`src/rtl/sustain_release.sv`:
```
// sustain_release
// Downstream envelope stage. Holds a voice at the attenuation handed over by
// the decay stage while the gate is held. After gate release it raises the
// attenuation by one bit-shift every (release_amount+1) envelope ticks until
// the voice is silent, then pulses voice_done to the voice allocator.
//
// Pulse protocol: start_sustain, tick and voice_done are single-cycle
// strobes qualified only by the rising clock edge. There is no
// backpressure. A strobe is consumed on the edge where it is seen high, and
// voice_done is high for exactly one cycle.
module sustain_release #(
    parameter int WIDTH   = 20,
    parameter int SHIFT_W = 5
) (
    input  logic               clk,
    input  logic               rst_n,
    input  logic               tick,
    input  logic [WIDTH-1:0]   in,
    input  logic               start_sustain,
    input  logic [SHIFT_W-1:0] shift_amount,
    input  logic               gate,
    input  logic [SHIFT_W-1:0] release_amount,
    output logic [WIDTH-1:0]   out,
    output logic [SHIFT_W-1:0] shift_out,
    output logic               active,
    output logic               voice_done,
    output logic [1:0]         dbg_state
);

    // State encoding, kept as plain constants so it is easy to bind checkers.
    localparam logic [1:0] ST_IDLE    = 2'd0;
    localparam logic [1:0] ST_SUSTAIN = 2'd1;
    localparam logic [1:0] ST_RELEASE = 2'd2;

    // WIDTH expressed in the one-bit-wider shift arithmetic so that the
    // incremented shift can be compared without overflowing.
    localparam logic [SHIFT_W:0] WIDTH_EXT = (SHIFT_W+1)'(WIDTH);

    // Registered state
    logic [1:0]         r_state;
    logic [SHIFT_W-1:0] r_shift;
    logic [SHIFT_W-1:0] r_cnt;
    logic               r_done;
    logic [WIDTH-1:0]   r_out;

    // Next-state values
    logic [1:0]         w_state_nxt;
    logic [SHIFT_W-1:0] w_shift_nxt;
    logic [SHIFT_W-1:0] w_cnt_nxt;
    logic               w_done_nxt;

    // Helper terms
    logic [SHIFT_W:0]   w_shift_inc;   // r_shift + 1 with a carry bit
    logic [SHIFT_W-1:0] w_shift_sat;   // r_shift + 1, held at the all-ones value
    logic               w_step_done;   // this step reaches or passes silence
    logic               w_in_range;    // current shift still lets signal through
    logic               w_step;        // a release step is taken this cycle
    logic [WIDTH-1:0]   w_atten;       // arithmetically shifted sample

    // Shift increment, kept one bit wider so the saturation check sees the carry.
    assign w_shift_inc = {1'b0, r_shift} + (SHIFT_W+1)'(1);
    assign w_shift_sat = w_shift_inc[SHIFT_W] ? r_shift : w_shift_inc[SHIFT_W-1:0];

    // Finishing on "incremented value >= WIDTH" covers both the normal case
    // (the increment lands on WIDTH) and a voice latched above WIDTH, which
    // must finish on its very first release step.
    assign w_step_done = (w_shift_inc >= WIDTH_EXT);

    assign w_in_range = ({1'b0, r_shift} < WIDTH_EXT);

    // A release step happens when a tick arrives with the counter at the live rate.
    assign w_step = tick && (r_cnt == release_amount);

    // Arithmetic right shift keeps the sign of the two's-complement sample.
    assign w_atten = $signed(in) >>> r_shift;

    // Next-state logic: start_sustain wins in every state, then per-state rules.
    always_comb begin
        w_state_nxt = r_state;
        w_shift_nxt = r_shift;
        w_cnt_nxt   = r_cnt;
        w_done_nxt  = 1'b0;

        if (start_sustain) begin
            // Entry or retrigger: re-latch the attenuation and restart the count.
            w_state_nxt = ST_SUSTAIN;
            w_shift_nxt = shift_amount;
            w_cnt_nxt   = '0;
        end else begin
            case (r_state)
                ST_IDLE: begin
                    w_shift_nxt = '0;
                    w_cnt_nxt   = '0;
                end

                ST_SUSTAIN: begin
                    // A tick arriving together with the release is not counted.
                    if (!gate) begin
                        w_state_nxt = ST_RELEASE;
                        w_cnt_nxt   = '0;
                    end
                end

                ST_RELEASE: begin
                    // The gate is deliberately ignored here. Only start_sustain
                    // brings the voice back to SUSTAIN.
                    if (w_step) begin
                        w_cnt_nxt = '0;
                        if (w_step_done) begin
                            w_state_nxt = ST_IDLE;
                            w_shift_nxt = '0;
                            w_done_nxt  = 1'b1;
                        end else begin
                            w_shift_nxt = w_shift_sat;
                        end
                    end else if (tick) begin
                        w_cnt_nxt = r_cnt + SHIFT_W'(1);
                    end
                end

                default: begin
                    w_state_nxt = ST_IDLE;
                    w_shift_nxt = '0;
                    w_cnt_nxt   = '0;
                end
            endcase
        end
    end

    // State, shift, tick counter and the completion strobe.
    always_ff @(posedge clk or negedge rst_n) begin
        if (!rst_n) begin
            r_state <= ST_IDLE;
            r_shift <= '0;
            r_cnt   <= '0;
            r_done  <= 1'b0;
        end else begin
            r_state <= w_state_nxt;
            r_shift <= w_shift_nxt;
            r_cnt   <= w_cnt_nxt;
            r_done  <= w_done_nxt;
        end
    end

    // Output sample: one-cycle latency, attenuated with this cycle's shift.
    // The output is silent in IDLE or once the shift reaches the sample width.
    always_ff @(posedge clk or negedge rst_n) begin
        if (!rst_n) begin
            r_out <= '0;
        end else if ((r_state == ST_IDLE) || !w_in_range) begin
            r_out <= '0;
        end else begin
            r_out <= w_atten;
        end
    end

    assign out        = r_out;
    assign shift_out  = r_shift;
    assign active     = (r_state != ST_IDLE);
    assign voice_done = r_done;
    assign dbg_state  = r_state;

endmodule

```
`config.mk`:
```
export PLATFORM = sky130hd
export DESIGN_NAME = sustain_release
export DESIGN_NICKNAME = d
export VERILOG_FILES = /design/src/rtl/sustain_release.sv
export SDC_FILE = /design/constraint.sdc
export NUM_CORES = 1
export LEC_CHECK = 0
export CORE_MARGIN = 4
export CORE_UTILIZATION = 45
export DETAILED_ROUTE_END_ITERATION = 8
export PLACE_DENSITY = 0.78
export SETUP_SLACK_MARGIN = 0.2
export SLEW_MARGIN = 20
export SYNTH_ARGS = -nofsm -noshare
export SYNTH_HDL_FRONTEND = slang
export SYNTH_SLANG_ARGS = --single-unit
```
`constraint.sdc`:
```
create_clock -name clk -period 1.8 [get_ports clk]
set_input_delay 0.36 -clock clk [delete_from_list [all_inputs] [get_ports clk]]
set_output_delay 0.36 -clock clk [all_outputs]
set_load 0.01 [all_outputs]
```
; After elaboration in Yosys (flattened, before gate mapping)
; Cells that the tools add are included.
[totals]
reg_bits = 33
input_bits = 35
out_inout_bits = 29
[op_classes]
n_addsub = 2
order_cmp = 2
n_eq_ne = 10
n_shift = 1
muxes = 20
n_reduce_logical = 8
[op_table]
columns = op, n
row1 = 5-bit 2-to-1 mux, 8
row2 = 20-bit 2-to-1 mux, 1
row3 = 5-bit case mux with 2 select lines, 2
row4 = 20-bit by 5-bit >>> shifter with 20-bit output, 1
row5 = 3-bit != test (second input constant), 3
row6 = 2-bit 2-to-1 mux, 4
row7 = 4-bit != test (second input constant), 2
row8 = 5-bit by 1-bit adder with 6-bit output (second input constant), 1
row9 = 6-bit by 5-bit greater-or-equal comparator with 1-bit output (second input constant), 1
row10 = 2-bit case mux with 3 select lines, 1
row11 = 5-bit by 1-bit adder with 5-bit output (second input constant), 1
row12 = 5-bit equality test, 1
row13 = 5-bit less-than comparator (second input constant), 1
row14 = 1-bit 2-to-1 mux, 4
row15 = 2-bit != test (second input constant), 2
row16 = 4-bit AND reduction, 1
row17 = 3-bit AND reduction, 1
row18 = 2-bit by 1-bit equality test with 1-bit output (second input constant), 1
row19 = 2-bit equality test (second input constant), 1
row20 = 2-bit logical NOT, 1
row21 = 2-bit AND reduction, 1
row22 = 2-bit nonzero test, 1
row23 = 1-bit logical AND, 1
row24 = 1-bit logical NOT, 1
row25 = 1-bit logical OR, 1

; Logic depth before layout (Yosys ltp)
; Gate-level depths: netlist of run 1.
[depth]
word_depth = 6
depth_mapped = 7
mapped_depth_nobuf = 6

; Worst setup path after synthesis of run 1
; No wires, ideal clock.
[synth_timing]
path_kind = register -> register
startpoint = register r_shift[1], in the netlist shift_out[1]
endpoint = register r_out[0], in the netlist out[0]
arrival_ns = 1.684
t_required_ns = 1.665
slack_ns = -0.019
stages_incl_launch_ff = 7
n_path_buf = 2
path_cell_list = dfrtp_1 -> buf_6 -> buf_12 -> mux2_4 -> mux4_2 -> o31ai_2 -> a211oi_1
[synth_between]
elab_chain_cells = 4
word_cells_on_any_way = 5
cone_classes = order compare: 1 / shift: 1 / mux: 1 / reduce/logical: 2
[synth_lines]
columns = item, line
row1 = start: declaration, 41  ; logic [SHIFT_W-1:0] r_shift;
row2 = start signal: assignment, 139  ; r_shift <= w_shift_nxt;
row3 = 5-bit less-than comparator, 69  ; assign w_in_range = ({1'b0, r_shift} < WIDTH_EXT);
row4 = 1-bit logical NOT, 150  ; end else if ((r_state == ST_IDLE) || !w_in_range) begin
row5 = 1-bit logical OR, 150
row6 = 20-bit 2-to-1 mux *, 150
row7 = end signal: assignment, 153  ; r_out <= w_atten;
row8 = end: declaration, 44  ; logic [WIDTH-1:0] r_out;
; Mark *: on every way between the ends. The rest lies on a longest branch, timed or not.
; A chain may end at the register's enable or synchronous reset.

; Worst setup path after layout of run 1
[layout_timing]
startpoint = register r_shift[1], in the netlist shift_out[1]
endpoint = register r_out[6], in the netlist out[6]
; The elaborated chain is that of the path after synthesis.

==> results.toml, run 1 <==
[sta]
worstMarginPinSlew_ns = 0.470
fin_skew_ns = 0.00514
fin_tns_setup_ns = -0.604
fmax_ghz = 0.518
setup_ws_ns = -0.131
rsz0062_at_grt = "yes"
period_share_pct = 107
fin_crit_ns = 1.93
holdWs_ns = 0.476
max_slew_margin_pct = 68.5
setup_viol = 11
hold_violations = 0
drv_slew = 0

[power_and_ir_drop]
cellPowerDensity_nw_per_um2 = 892
power.total_mw = 3.47
leakagePower_nw = 1.69
vdd_drop_max_mv = 0.498

[synthesis]
synthDominantCellAreaShare_pct = 33.6
synth_fp_nets = 290
syn_area_per_cell_um2 = 9.76
synth_edf_count = 0
ys_seq_area_share_pct = 33.6
yosys_warnings = 0
synth.distinct_cells = 53
synth_ff_type = "dfrtp_1"
ys_top_cells_by_area = "dfrtp_1, mux2i_1, mux2_2"
synth_area_um2 = 2460
synth_seq_cells = 33
synthArstFlopShare_pct = 100
synth_top_area_cell = "dfrtp_1"
syn_inst = 252

[die]
fp.dieArea_um2 = 6710
pin_count = 64
die_x_um = 81.9
rows = 26
initial_utilization_pct = 47.3
fp.coreArea_um2 = 5200
dieHeight_um = 81.9

[run_status]
status = "finished with violations"
violations = "setup timing"

[route]
wl_per_cell_um = 17.9
antenna_left = 0
drt-pass1-iter-count = 5
drt-total-wl_mm = 7.87
drc_errors = 0
vias = 2509
via_per_inst = 5.72
dr.first_iter.drc_count = 215

[critical_path]
r2r_end = "out[6]"
end_kind = "flop"
r2r_setup_slack_ns = -0.13
worst_ep_arrival_time_ns = 2.08
worstSetupPathType = "flop to flop"
cp_max_fo = 22
r2r-start = "shift_out[1]"
cp-endpoint = "out[6]"
crit_required_ns = 1.95
crit_start = "shift_out[1]"
start_kind = "flop"
worst-r2r-cell-count = 5

[grt]
grt_first_pass_wirelength_mm = 11.7
grt_pass1_vias = 2366
gr-total-overflow = 0
track_usage_pct = 23.0
antenna_found_initial = 0
grt_start_max_net_pins = 34

[clock_network]
clock_latency_ns = 0.28
cts-htree-levels = 2
path_clk_slew_ns = 0.07
cts.sinks = 33
clock_path_buffers = 2
cts_root_buffer = "clkbuf_8"
numCtsBuffers = 5
cts_tree = "done"

[finish]
fin_nets = 406
drive_gt1_share_pct = 36.6
instances_no_fill = 439
antenna_cells = 0
area_growth_pct = 58.1
post-route-util_pct = 74.7

[flow_run]
drv_cap = 0

[placement]
gp_congestion = 0.902
portBuffers = 63
dp_cells = 413
dp_hpwl_mm = 5.40

[min_path]
min_path_type = "input pin to async pin"
-- layout make-up --
type,instances,area (um^2)
fillers,372,1320
well taps,70,87.6
clock inverters,1,30.0
inverters,6,22.5
flip-flops and latches,33,830
repair buffers,125,1170
clock buffers,7,86.3
multi-input cells,197,1670
-- worst max-delay path: stages, from the launching register on --
cell     delay (ns)
dfrtp_1        0.42
buf_12         0.20
mux2_2         0.39
mux4_2         0.46
o22ai_1        0.20
o21ai_0        0.13
-- synthesized netlist by cell type, drive strengths merged, types with 3 or more instances --
cell and count:
inv 5, nor3 7, nand3 8, or2 3, nor2 34, xor2 7
mux2i 21, clkbuf 4, a21oi 14, nand2 14, xnor2 3, a32oi 4
mux2 18, nand3b 3, o21ai 11, mux4 8, dfrtp 33, a211oi 3
ha 3, buf 12
-- registers in the layout, indices dropped and copies added, names as in the netlist --
name and flops:
shift_out 5, r_cnt 5, voice_done 1, dbg_state 2
out 20
-- power by group --
group | total [mW] | switching, mW | internal (mW)
Sequential | 0.955 | 0.0727 | 0.883
Clock | 0.719 | 0.268 | 0.451
Combinational | 1.80 | 0.849 | 0.948
Total | 3.47 | 1.19 | 2.28
-- per-layer routing --
layer | up-vias | share of wire (%) | GRT usage (%)
met4 | 0 | 3.1 | 8.14
li1 | 1164 | - | -
met2 | 124 | 50 | 39.6
met5 | - | 0 | 0
met3 | 28 | 6.2 | 3.51
met1 | 1193 | 41 | 29.3
-- repair_timing --
| action | CTS | global route |
|---|---|---|
| hold buffers | 0 | 0 |
| endpoints found under the setup margin | 38 | 33 |
| cloned | 1 | 0 |
| pin swaps | 9 | 11 |
| gates resized for setup | 38 | 23 |
| buffers inserted | 11 | 6 |
| hold endpoints to repair | 0 | 0 |
-- cell families (layout without fill, tap and decap cells) --
group / count (synthesis) / count (layout) / share of synthesized area, %
AND/OR/NAND/NOR: 84 / 84 / 17.0
AO/OA/AOI/OAI: 53 / 53 / 14.7
multiplexers: 47 / 47 / 24.7
flip-flops: 33 / 33 / 33.6
buffers and inverters: 22 / 139 / 4.93
XOR/XNOR: 10 / 10 / 3.56
adder cells (fa/ha/maj): 3 / 3 / 1.53
-- layout by cell type (no fill, tap or decap), types with 4 or more instances in the layout --
cell type / count
mux2_2: 15
inv_1: 5
dlygate4sd2_1: 10
mux4_2: 8
buf_4: 53
nor2_1: 30
clkdlybuf4s50_1: 51
o21ai_1: 5
clkbuf_8: 6
mux2i_1: 15
nand3_1: 7
a21oi_1: 11
a32oi_1: 4
xor2_1: 6
buf_6: 4
dfrtp_1: 30
nand2_1: 14
mux2i_2: 5
o21ai_0: 5
-- worst min-delay path by stage --
| stage | end | slack (ns) | cells after the start |
|---|---|---|---|
| 5_1_grt | r_cnt[1] | 0.52 | 2 |
| 6_report | shift_out[2] | 0.48 | 2 |
| 4_1_cts | out[13] | 0.49 | 2 |
| 2_1_floorplan | dbg_state[0] | 0.06 | 0 |
| 3_3_place_gp | r_cnt[4] | 0.55 | 2 |
| 3_5_place_dp | r_cnt[4] | 0.55 | 2 |
-- per-stage QoR --
step	cell area, um^2	setup slack [ns]
final	3890	-0.131
after global routing	3890	-0.184
after CTS	3760	-0.0778
after detailed placement	3450	-0.266
after global placement	3450	-0.253
after floorplan	2460	-0.0191
Power figures use the tool's default switching activity.
==> inputs of run 2 (changes only) <==
--- a/config.mk
+++ b/config.mk
@@ -10,7 +10,6 @@
 export DETAILED_ROUTE_END_ITERATION = 8
 export PLACE_DENSITY = 0.78
 export SETUP_SLACK_MARGIN = 0.2
-export SLEW_MARGIN = 20
 export SYNTH_ARGS = -nofsm -noshare
 export SYNTH_HDL_FRONTEND = slang
 export SYNTH_SLANG_ARGS = --single-unit
==> results of run 2 <==
Final layout, timing and power as in run 1 (identical DEF).
